===== config.mk =====
export PLATFORM = sky130hd
export DESIGN_NAME = mano_seq_decoder_flat
export DESIGN_NICKNAME = d
export VERILOG_FILES = /design/src/rtl/mano_seq_decoder_if.sv /design/src/rtl/mano_seq_decoder.sv /design/src/flat_wrapper.sv
export SDC_FILE = /design/constraint.sdc
export NUM_CORES = 1
export LEC_CHECK = 0
export BUFFER_PORTS_ARGS = -buffer_cell sky130_fd_sc_hd__buf_2
export CORE_MARGIN = 8
export CORE_UTILIZATION = 30
export CTS_CLUSTER_SIZE = 24
export DETAILED_ROUTE_END_ITERATION = 12
export SYNTH_ARGS = -nofsm -noshare
export SYNTH_HDL_FRONTEND = slang
export SYNTH_SLANG_ARGS = --single-unit

===== constraint.sdc =====
create_clock -name clk -period 3.1 [get_ports clk]
set_input_delay 0 -clock clk [delete_from_list [all_inputs] [get_ports clk]]
set_output_delay 0 -clock clk [all_outputs]
set_load 0.01 [all_outputs]

===== src/rtl/mano_seq_decoder_if.sv =====
// ---------------------------------------------------------------------------
// mano_seq_decoder_if
// Bundles the control, bus and decode signals of the basic-computer timing
// and decode front end. Clock and reset stay outside as plain ports.
//
// Signals (IR_W = instruction width):
//   start, hlt, sc_clr        : sequencing controls from the control unit
//   bus_in[IR_W-1:0]          : common bus, sampled into IR during fetch
//   ien, fgi, fgo             : interrupt enable and I/O flags
//   T[7:0], D[7:0]            : one-hot timing and opcode vectors
//   I, B[IR_W-5:0]            : indirect bit and address field
//   running, r                : S flip-flop and interrupt-cycle flip-flop R
//
// Modports:
//   master : drives the controls and the bus, observes the decode outputs
//   slave  : the decoder itself
// ---------------------------------------------------------------------------
interface mano_seq_decoder_if #(
  parameter int IR_W = 16
);
  logic            start;
  logic            hlt;
  logic            sc_clr;
  logic [IR_W-1:0] bus_in;
  logic            ien;
  logic            fgi;
  logic            fgo;
  logic [7:0]      T;
  logic [7:0]      D;
  logic            I;
  logic [IR_W-5:0] B;
  logic            running;
  logic            r;

  modport master (
    output start, hlt, sc_clr, bus_in, ien, fgi, fgo,
    input  T, D, I, B, running, r
  );

  modport slave (
    input  start, hlt, sc_clr, bus_in, ien, fgi, fgo,
    output T, D, I, B, running, r
  );
endinterface


===== src/rtl/mano_seq_decoder.sv =====
// ---------------------------------------------------------------------------
// mano_seq_decoder
// Timing and instruction-decode front end of the basic computer. Holds the
// start/stop flip-flop S, the 3-bit sequence counter SC, the instruction
// register IR and the indirect bit I, and produces the one-hot timing
// vector T and the opcode vector D for the downstream control blocks.
//
// Ports:
//   clk   : system clock, all state changes on the rising edge
//   rst_n : asynchronous active-low reset
//   bus   : mano_seq_decoder_if.slave (controls, bus_in, decode outputs)
//
// Build option:
//   MANO_INTERRUPT_EN : implements the interrupt-cycle flip-flop R. Without
//                       it, r is tied low and ien/fgi/fgo are ignored.
// ---------------------------------------------------------------------------
module mano_seq_decoder #(
  parameter int IR_W = 16
) (
  input logic               clk,
  input logic               rst_n,
  mano_seq_decoder_if.slave bus
);

  logic            s_q, s_d;
  logic [2:0]      sc_q, sc_d;
  logic [IR_W-1:0] ir_q, ir_d;
  logic            i_q, i_d;
  logic [7:0]      tVec;
  logic            rActive;
  logic            irqClr;

  // Timing vector depends only on registers, so it cannot glitch on inputs.
  always_comb begin
    tVec = 8'h00;
    if (s_q) begin
      tVec = 8'h01 << sc_q;
    end
  end

  assign bus.T       = tVec;
  assign bus.D       = 8'h01 << ir_q[IR_W-2 -: 3];
  assign bus.B       = ir_q[IR_W-5:0];
  assign bus.I       = i_q;
  assign bus.running = s_q;

`ifdef MANO_INTERRUPT_EN
  logic r_q, r_d;

  // R is raised outside the fetch phase when an enabled flag is pending,
  // and dropped at the end of T2 of the interrupt cycle.
  always_comb begin
    r_d = r_q;
    if (r_q && tVec[2]) begin
      r_d = 1'b0;
    end else if (s_q && !tVec[0] && !tVec[1] && !tVec[2] &&
                 bus.ien && (bus.fgi || bus.fgo)) begin
      r_d = 1'b1;
    end
  end

  always_ff @(posedge clk or negedge rst_n) begin
    if (!rst_n) begin
      r_q <= 1'b0;
    end else begin
      r_q <= r_d;
    end
  end

  assign rActive = r_q;
  assign irqClr  = r_q & tVec[2];
  assign bus.r   = r_q;
`else
  logic unusedIrqInputs;
  assign unusedIrqInputs = bus.ien ^ bus.fgi ^ bus.fgo;
  assign rActive         = 1'b0;
  assign irqClr          = 1'b0;
  assign bus.r           = 1'b0;
`endif

  // Next-state: hlt beats start for S; any clearing condition zeroes SC,
  // otherwise SC counts and wraps naturally from 7 to 0. Fetch loads are
  // suppressed during the interrupt cycle.
  always_comb begin
    s_d  = s_q;
    sc_d = sc_q + 3'd1;
    ir_d = ir_q;
    i_d  = i_q;
    if (bus.hlt) begin
      s_d = 1'b0;
    end else if (bus.start) begin
      s_d = 1'b1;
    end
    if (!s_q || bus.hlt || bus.start || bus.sc_clr || irqClr) begin
      sc_d = 3'd0;
    end
    if (tVec[1] && !rActive) begin
      ir_d = bus.bus_in;
    end
    if (tVec[2] && !rActive) begin
      i_d = ir_q[IR_W-1];
    end
  end

  always_ff @(posedge clk or negedge rst_n) begin
    if (!rst_n) begin
      s_q  <= 1'b0;
      sc_q <= 3'd0;
      ir_q <= '0;
      i_q  <= 1'b0;
    end else begin
      s_q  <= s_d;
      sc_q <= sc_d;
      ir_q <= ir_d;
      i_q  <= i_d;
    end
  end

endmodule


===== src/flat_wrapper.sv =====
// flat-port wrapper written by rule: the top's interface ports become plain ports
module mano_seq_decoder_flat 
#(
  parameter int IR_W = 16
)
  (clk, rst_n, bus_start, bus_hlt, bus_sc_clr, bus_bus_in, bus_ien, bus_fgi, bus_fgo, bus_T, bus_D, bus_I, bus_B, bus_running, bus_r);
  mano_seq_decoder_if #(.IR_W(IR_W)) bus_i ();
  input logic clk;
  input logic rst_n;
  input wire logic [$bits(bus_i.start)-1:0] bus_start;
  input wire logic [$bits(bus_i.hlt)-1:0] bus_hlt;
  input wire logic [$bits(bus_i.sc_clr)-1:0] bus_sc_clr;
  input wire logic [$bits(bus_i.bus_in)-1:0] bus_bus_in;
  input wire logic [$bits(bus_i.ien)-1:0] bus_ien;
  input wire logic [$bits(bus_i.fgi)-1:0] bus_fgi;
  input wire logic [$bits(bus_i.fgo)-1:0] bus_fgo;
  output wire logic [$bits(bus_i.T)-1:0] bus_T;
  output wire logic [$bits(bus_i.D)-1:0] bus_D;
  output wire logic [$bits(bus_i.I)-1:0] bus_I;
  output wire logic [$bits(bus_i.B)-1:0] bus_B;
  output wire logic [$bits(bus_i.running)-1:0] bus_running;
  output wire logic [$bits(bus_i.r)-1:0] bus_r;
  assign bus_i.start = bus_start;
  assign bus_i.hlt = bus_hlt;
  assign bus_i.sc_clr = bus_sc_clr;
  assign bus_i.bus_in = bus_bus_in;
  assign bus_i.ien = bus_ien;
  assign bus_i.fgi = bus_fgi;
  assign bus_i.fgo = bus_fgo;
  assign bus_T = bus_i.T;
  assign bus_D = bus_i.D;
  assign bus_I = bus_i.I;
  assign bus_B = bus_i.B;
  assign bus_running = bus_i.running;
  assign bus_r = bus_i.r;
  mano_seq_decoder #(.IR_W(IR_W)) u_core (.clk(clk), .rst_n(rst_n), .bus(bus_i));
endmodule

# Word level (Yosys, flattened, before mapping)
# Index checks and enable logic that the tools add are counted.
word_totals:
  regBits: 21
  output_inout_bits: 31
  word_cells: 16
classes:
  n_addsub: 1
  shifts: 2
  muxes: 4
  reduce_logical: 5
op_table:
  columns: ["cell", "n"]
  rows:
  - ["1-bit by 3-bit left shift with 8-bit output (first input constant)", 2]
  - ["8-bit 2-to-1 mux", 1]
  - ["3-bit by 1-bit adder with 3-bit output (second input constant)", 1]
  - ["1-bit logical OR", 3]
  - ["3-bit 2-to-1 mux", 1]
  - ["1-bit 2-to-1 mux", 2]
  - ["2-bit nonzero test", 1]
  - ["1-bit logical NOT", 1]

# Depth between registers and ports, before layout
logic_depth:
  word_depth: 5
  mapped_depth: 5
  mapped_depth_nobuf: 4

# Worst setup path after synthesis
# Ideal clock, no wire load.
synth_path:
  kind: "reg-to-reg"
  from: "register u_core.sc_q[1]"
  to: "register u_core.ir_q[10]"
  setup_time_ps: 125
  arrival_ps: 1222
  required_ps: 2975
  path_slack_ps: 1753
  path_stages_with_launch: 6
  synth_period_minus_slack_ps: 1347
  cell_sequence: "dfrtp_1 inv_1 ha_1 nand3b_4 buf_6 mux2_4"
synth_between:
  elab_chain_len: 2
synth_lines:
  columns: ["element", "line", "source"]
  rows:
  - ["from (decl)", "mano_seq_decoder.sv:26", "logic [2:0] sc_q, sc_d;"]
  - ["from (signal assigned)", "mano_seq_decoder.sv:108", "sc_q <= 3'd0;"]
  - ["from (signal assigned)", "mano_seq_decoder.sv:113", "sc_q <= sc_d;"]
  - ["1-bit by 3-bit left shift with 8-bit output", "mano_seq_decoder.sv:37", "tVec = 8'h01 << sc_q;"]
  - ["8-bit 2-to-1 mux", "mano_seq_decoder.sv:36", "if (s_q) begin"]
  - ["to (signal assigned)", "mano_seq_decoder.sv:114", "ir_q <= ir_d;"]
  - ["to (decl)", "mano_seq_decoder.sv:27", "logic [IR_W-1:0] ir_q, ir_d;"]
# No other way between the ends.
# A chain may end at the register's enable or synchronous reset.

# Final worst setup path
layout_path:
  from: "register u_core.sc_q[1]"
  to: "output bus_T[1]"
layout_between:
  elab_chain_len: 2
layout_lines:
  columns: ["element", "line", "source"]
  rows:
  - ["1-bit by 3-bit left shift with 8-bit output", "mano_seq_decoder.sv:37", null]
  - ["8-bit 2-to-1 mux", "mano_seq_decoder.sv:36", null]
  - ["to (decl)", "flat_wrapper.sv:17", "output wire logic [$bits(bus_i.T)-1:0] bus_T;"]
# No other way between the ends.

==> metrics.cfg <==
[power]
total_power_mw=0.735
p_per_area_nw_per_um2=473
power_leakage_nw=0.871
ir_worst_vdd_v=0.000189

[worst_setup_path]
critPathMaxFanout=17
critical-path-top-delay-family=flip-flops
cp-startpoint=u_core.sc_q[1]$_DFF_PN0_
cp-end-kind=output pin
cp_slowest_stage_delay_ns=0.40
cp_common_cell=inv_1
cp_slowest_cell=dfrtp_1
cp.arrival_ns=1.46
critPathBufInv=3
worst-setup-path-type=reg -> out
cp_cell_sequence=inv_1, ha_1, nand3b_4, inv_1, buf_2
cp.required_ns=3.10
worstReg2RegStart=u_core.sc_q[1]$_DFF_PN0_
startpoint_type=flop

[drt]
drt.antenna.violating_nets=0
dr_total_vias=816
dr.pass1.iters=3
drt_iter0_markers=5
wl_per_cell_um=12.1
drc=0
routed_wl_mm=2.36
viasPerCell=4.16

[grt]
grt_pass1_wl_mm=4.28
grt_max_degree=22
grt_overflow_total=0
antenna_found_initial=0
grt_usage_pct=8.41
grt_pass1_vias=941

[placement]
dpl.hpwl_mm=1.80
dp_cells=173
place_congestion=0.719
numPortBuffers=50

[timing]
hold_viol_final=0
rsz0062_at_grt=no
fin_skew_ns=0.00162
slew_violations=0
fmax_mhz=683
period_minus_slack_ns=1.46
setup_violations=0
finalCritPeriodShare_pct=47.2
finalSetupTns_ns=0

[clock_tree]
htree_levels=1
post_cts_resized=0
cts-buffers-inserted=3
insertion_delay_ns=0.25
cts_tree=built
postCtsHoldBufs=19
clk_pin_slew_ns=0.07
cts_sinks=21
post_cts_buffers=0
cts_buffer_depth=2
clockRootBuffer=clkbuf_8

[synth]
synth.distinct_cells=19
ys_seq_area_share_pct=46.2
syn-cell-area_um2=1140
synth_fp_nets=123
ys_seq_elements=21
avgSynthCellArea_um2=12.2
synth_cells=93
yosys_warnings=0

[floorplanning]
die_y_um=77.6
core_area_um2=3660
dieArea_um2=6020
row_count=22
start_util_pct=31.1
die_w_um=77.6
pin_count=55

[worst_hold_path]
worstHoldStart=bus_sc_clr
min_path_type=in -> reg

[final_layout]
n_antenna_cell=0
final_common_cell=buf_2
final_cells=196
fin_nets=179
fillCellCount=353
area_delta_synth_final_pct=36.4
drive_gt1_share_pct=48.6
layout_common_cells=buf_2 (50), dfrtp_1 (21), dlygate4sd3_1 (19), mux2_4 (9), mux2_2 (8)

[status]
status=complete, no violations

[flow_run]
maxCapViolCount=0

-- through the flow --
stage	hold slack (ns)	cell area, um^2	utilization (%)	worst slack [ns]
final	0.0152	1550	42.4	1.64
after global routing	0.0167	1550	42.4	1.42
after CTS	0.0119	1550	42.4	1.61
after detailed placement	-0.0189	1320	36.0	1.63
after global placement	-0.0246	1320	36.0	1.67
after floorplan	-0.296	1140	-	1.75
-- report_power, final --
group          total [mW]  switching (mW)  internal [mW]
sequential          0.362          0.0399          0.322
combinational       0.202          0.0806          0.121
clock               0.171          0.0795         0.0911
total               0.735           0.200          0.535
-- registers in the layout (all words and copies together) (netlist names) --
name / count
u_core.bus.I: 1
u_core.bus.running: 1
u_core.ir_q: 16
u_core.sc_q: 3
-- cell usage after synthesis --
cell	instances	area share, %
buf_6	2	2.0
nand2_1	2	0.66
nor3_1	1	0.44
inv_1	6	2.0
dfrtp_1	21	46
mux2_2	8	7.9
and2_1	2	1.1
buf_4	13	8.6
and3b_1	1	0.77
nand3b_1	1	0.66
ha_1	6	6.6
or4b_4	1	1.2
mux2_4	9	12
clkbuf_1	3	0.99
and3_1	5	2.7
nor3b_1	3	2.0
nor2_1	7	2.3
conb_1	1	0.33
nand3b_4	1	1.8
-- kinds of logic (layout without fill, tap and decap cells) --
logic type               after synthesis  after routing  synth area share [%]
adder cells (fa/ha/maj)                6              6                  6.59
buffers and inverters                 24             79                  13.5
flip-flops                            21             21                  46.2
multiplexers                          17             17                  19.8
other                                  1              1                 0.329
AND/OR/NAND/NOR                       24             24                  13.6
-- layout make-up --
cell class / count / area [um^2] / area share [%]
inverter: 6 / 22.5 / 1.45
timing repair buffer: 69 / 440 / 28.4
clock buffer: 4 / 45.0 / 2.90
tap: 48 / 60.1 / 3.87
sequential: 21 / 526 / 33.8
multi-input combinational: 48 / 459 / 29.6
-- worst reg2reg max path, stage by stage, from the launching register on --
cell	delay, ns
dfrtp_1	0.40
inv_1	0.09
ha_1	0.20
nand3b_4	0.27
mux2_4	0.38
-- worst paths after layout --
| kind | endpoint | slack (ns) | depth (start not counted) |
|---|---|---|---|
| min in group asynchronous | u_core.ir_q[10]$_DFFE_PN0P_ | 0.22 | 2 |
| min reg2reg | u_core.sc_q[0]$_DFF_PN0_ | 0.50 | 1 |
| max in group asynchronous | u_core.ir_q[4]$_DFFE_PN0P_ | 2.56 | 2 |
| max | bus_T[1] | 1.64 | 5 |
| max reg2reg | u_core.ir_q[14]$_DFFE_PN0P_ | 1.65 | 4 |
| min | u_core.sc_q[1]$_DFF_PN0_ | 0.02 | 3 |
-- routing by layer --
| metal | vias up | GRT usage, % | part of all wire (%) |
|---|---|---|---|
| li1 | 398 | - | - |
| met1 | 389 | 9.31 | 40 |
| met2 | 29 | 14.8 | 52 |
| met3 | 0 | 3.69 | 8.2 |
| met4 | 0 | 1.13 | 0 |
| met5 | - | 0 | 0 |
No activity file was read; power rests on OpenSTA's default activity.
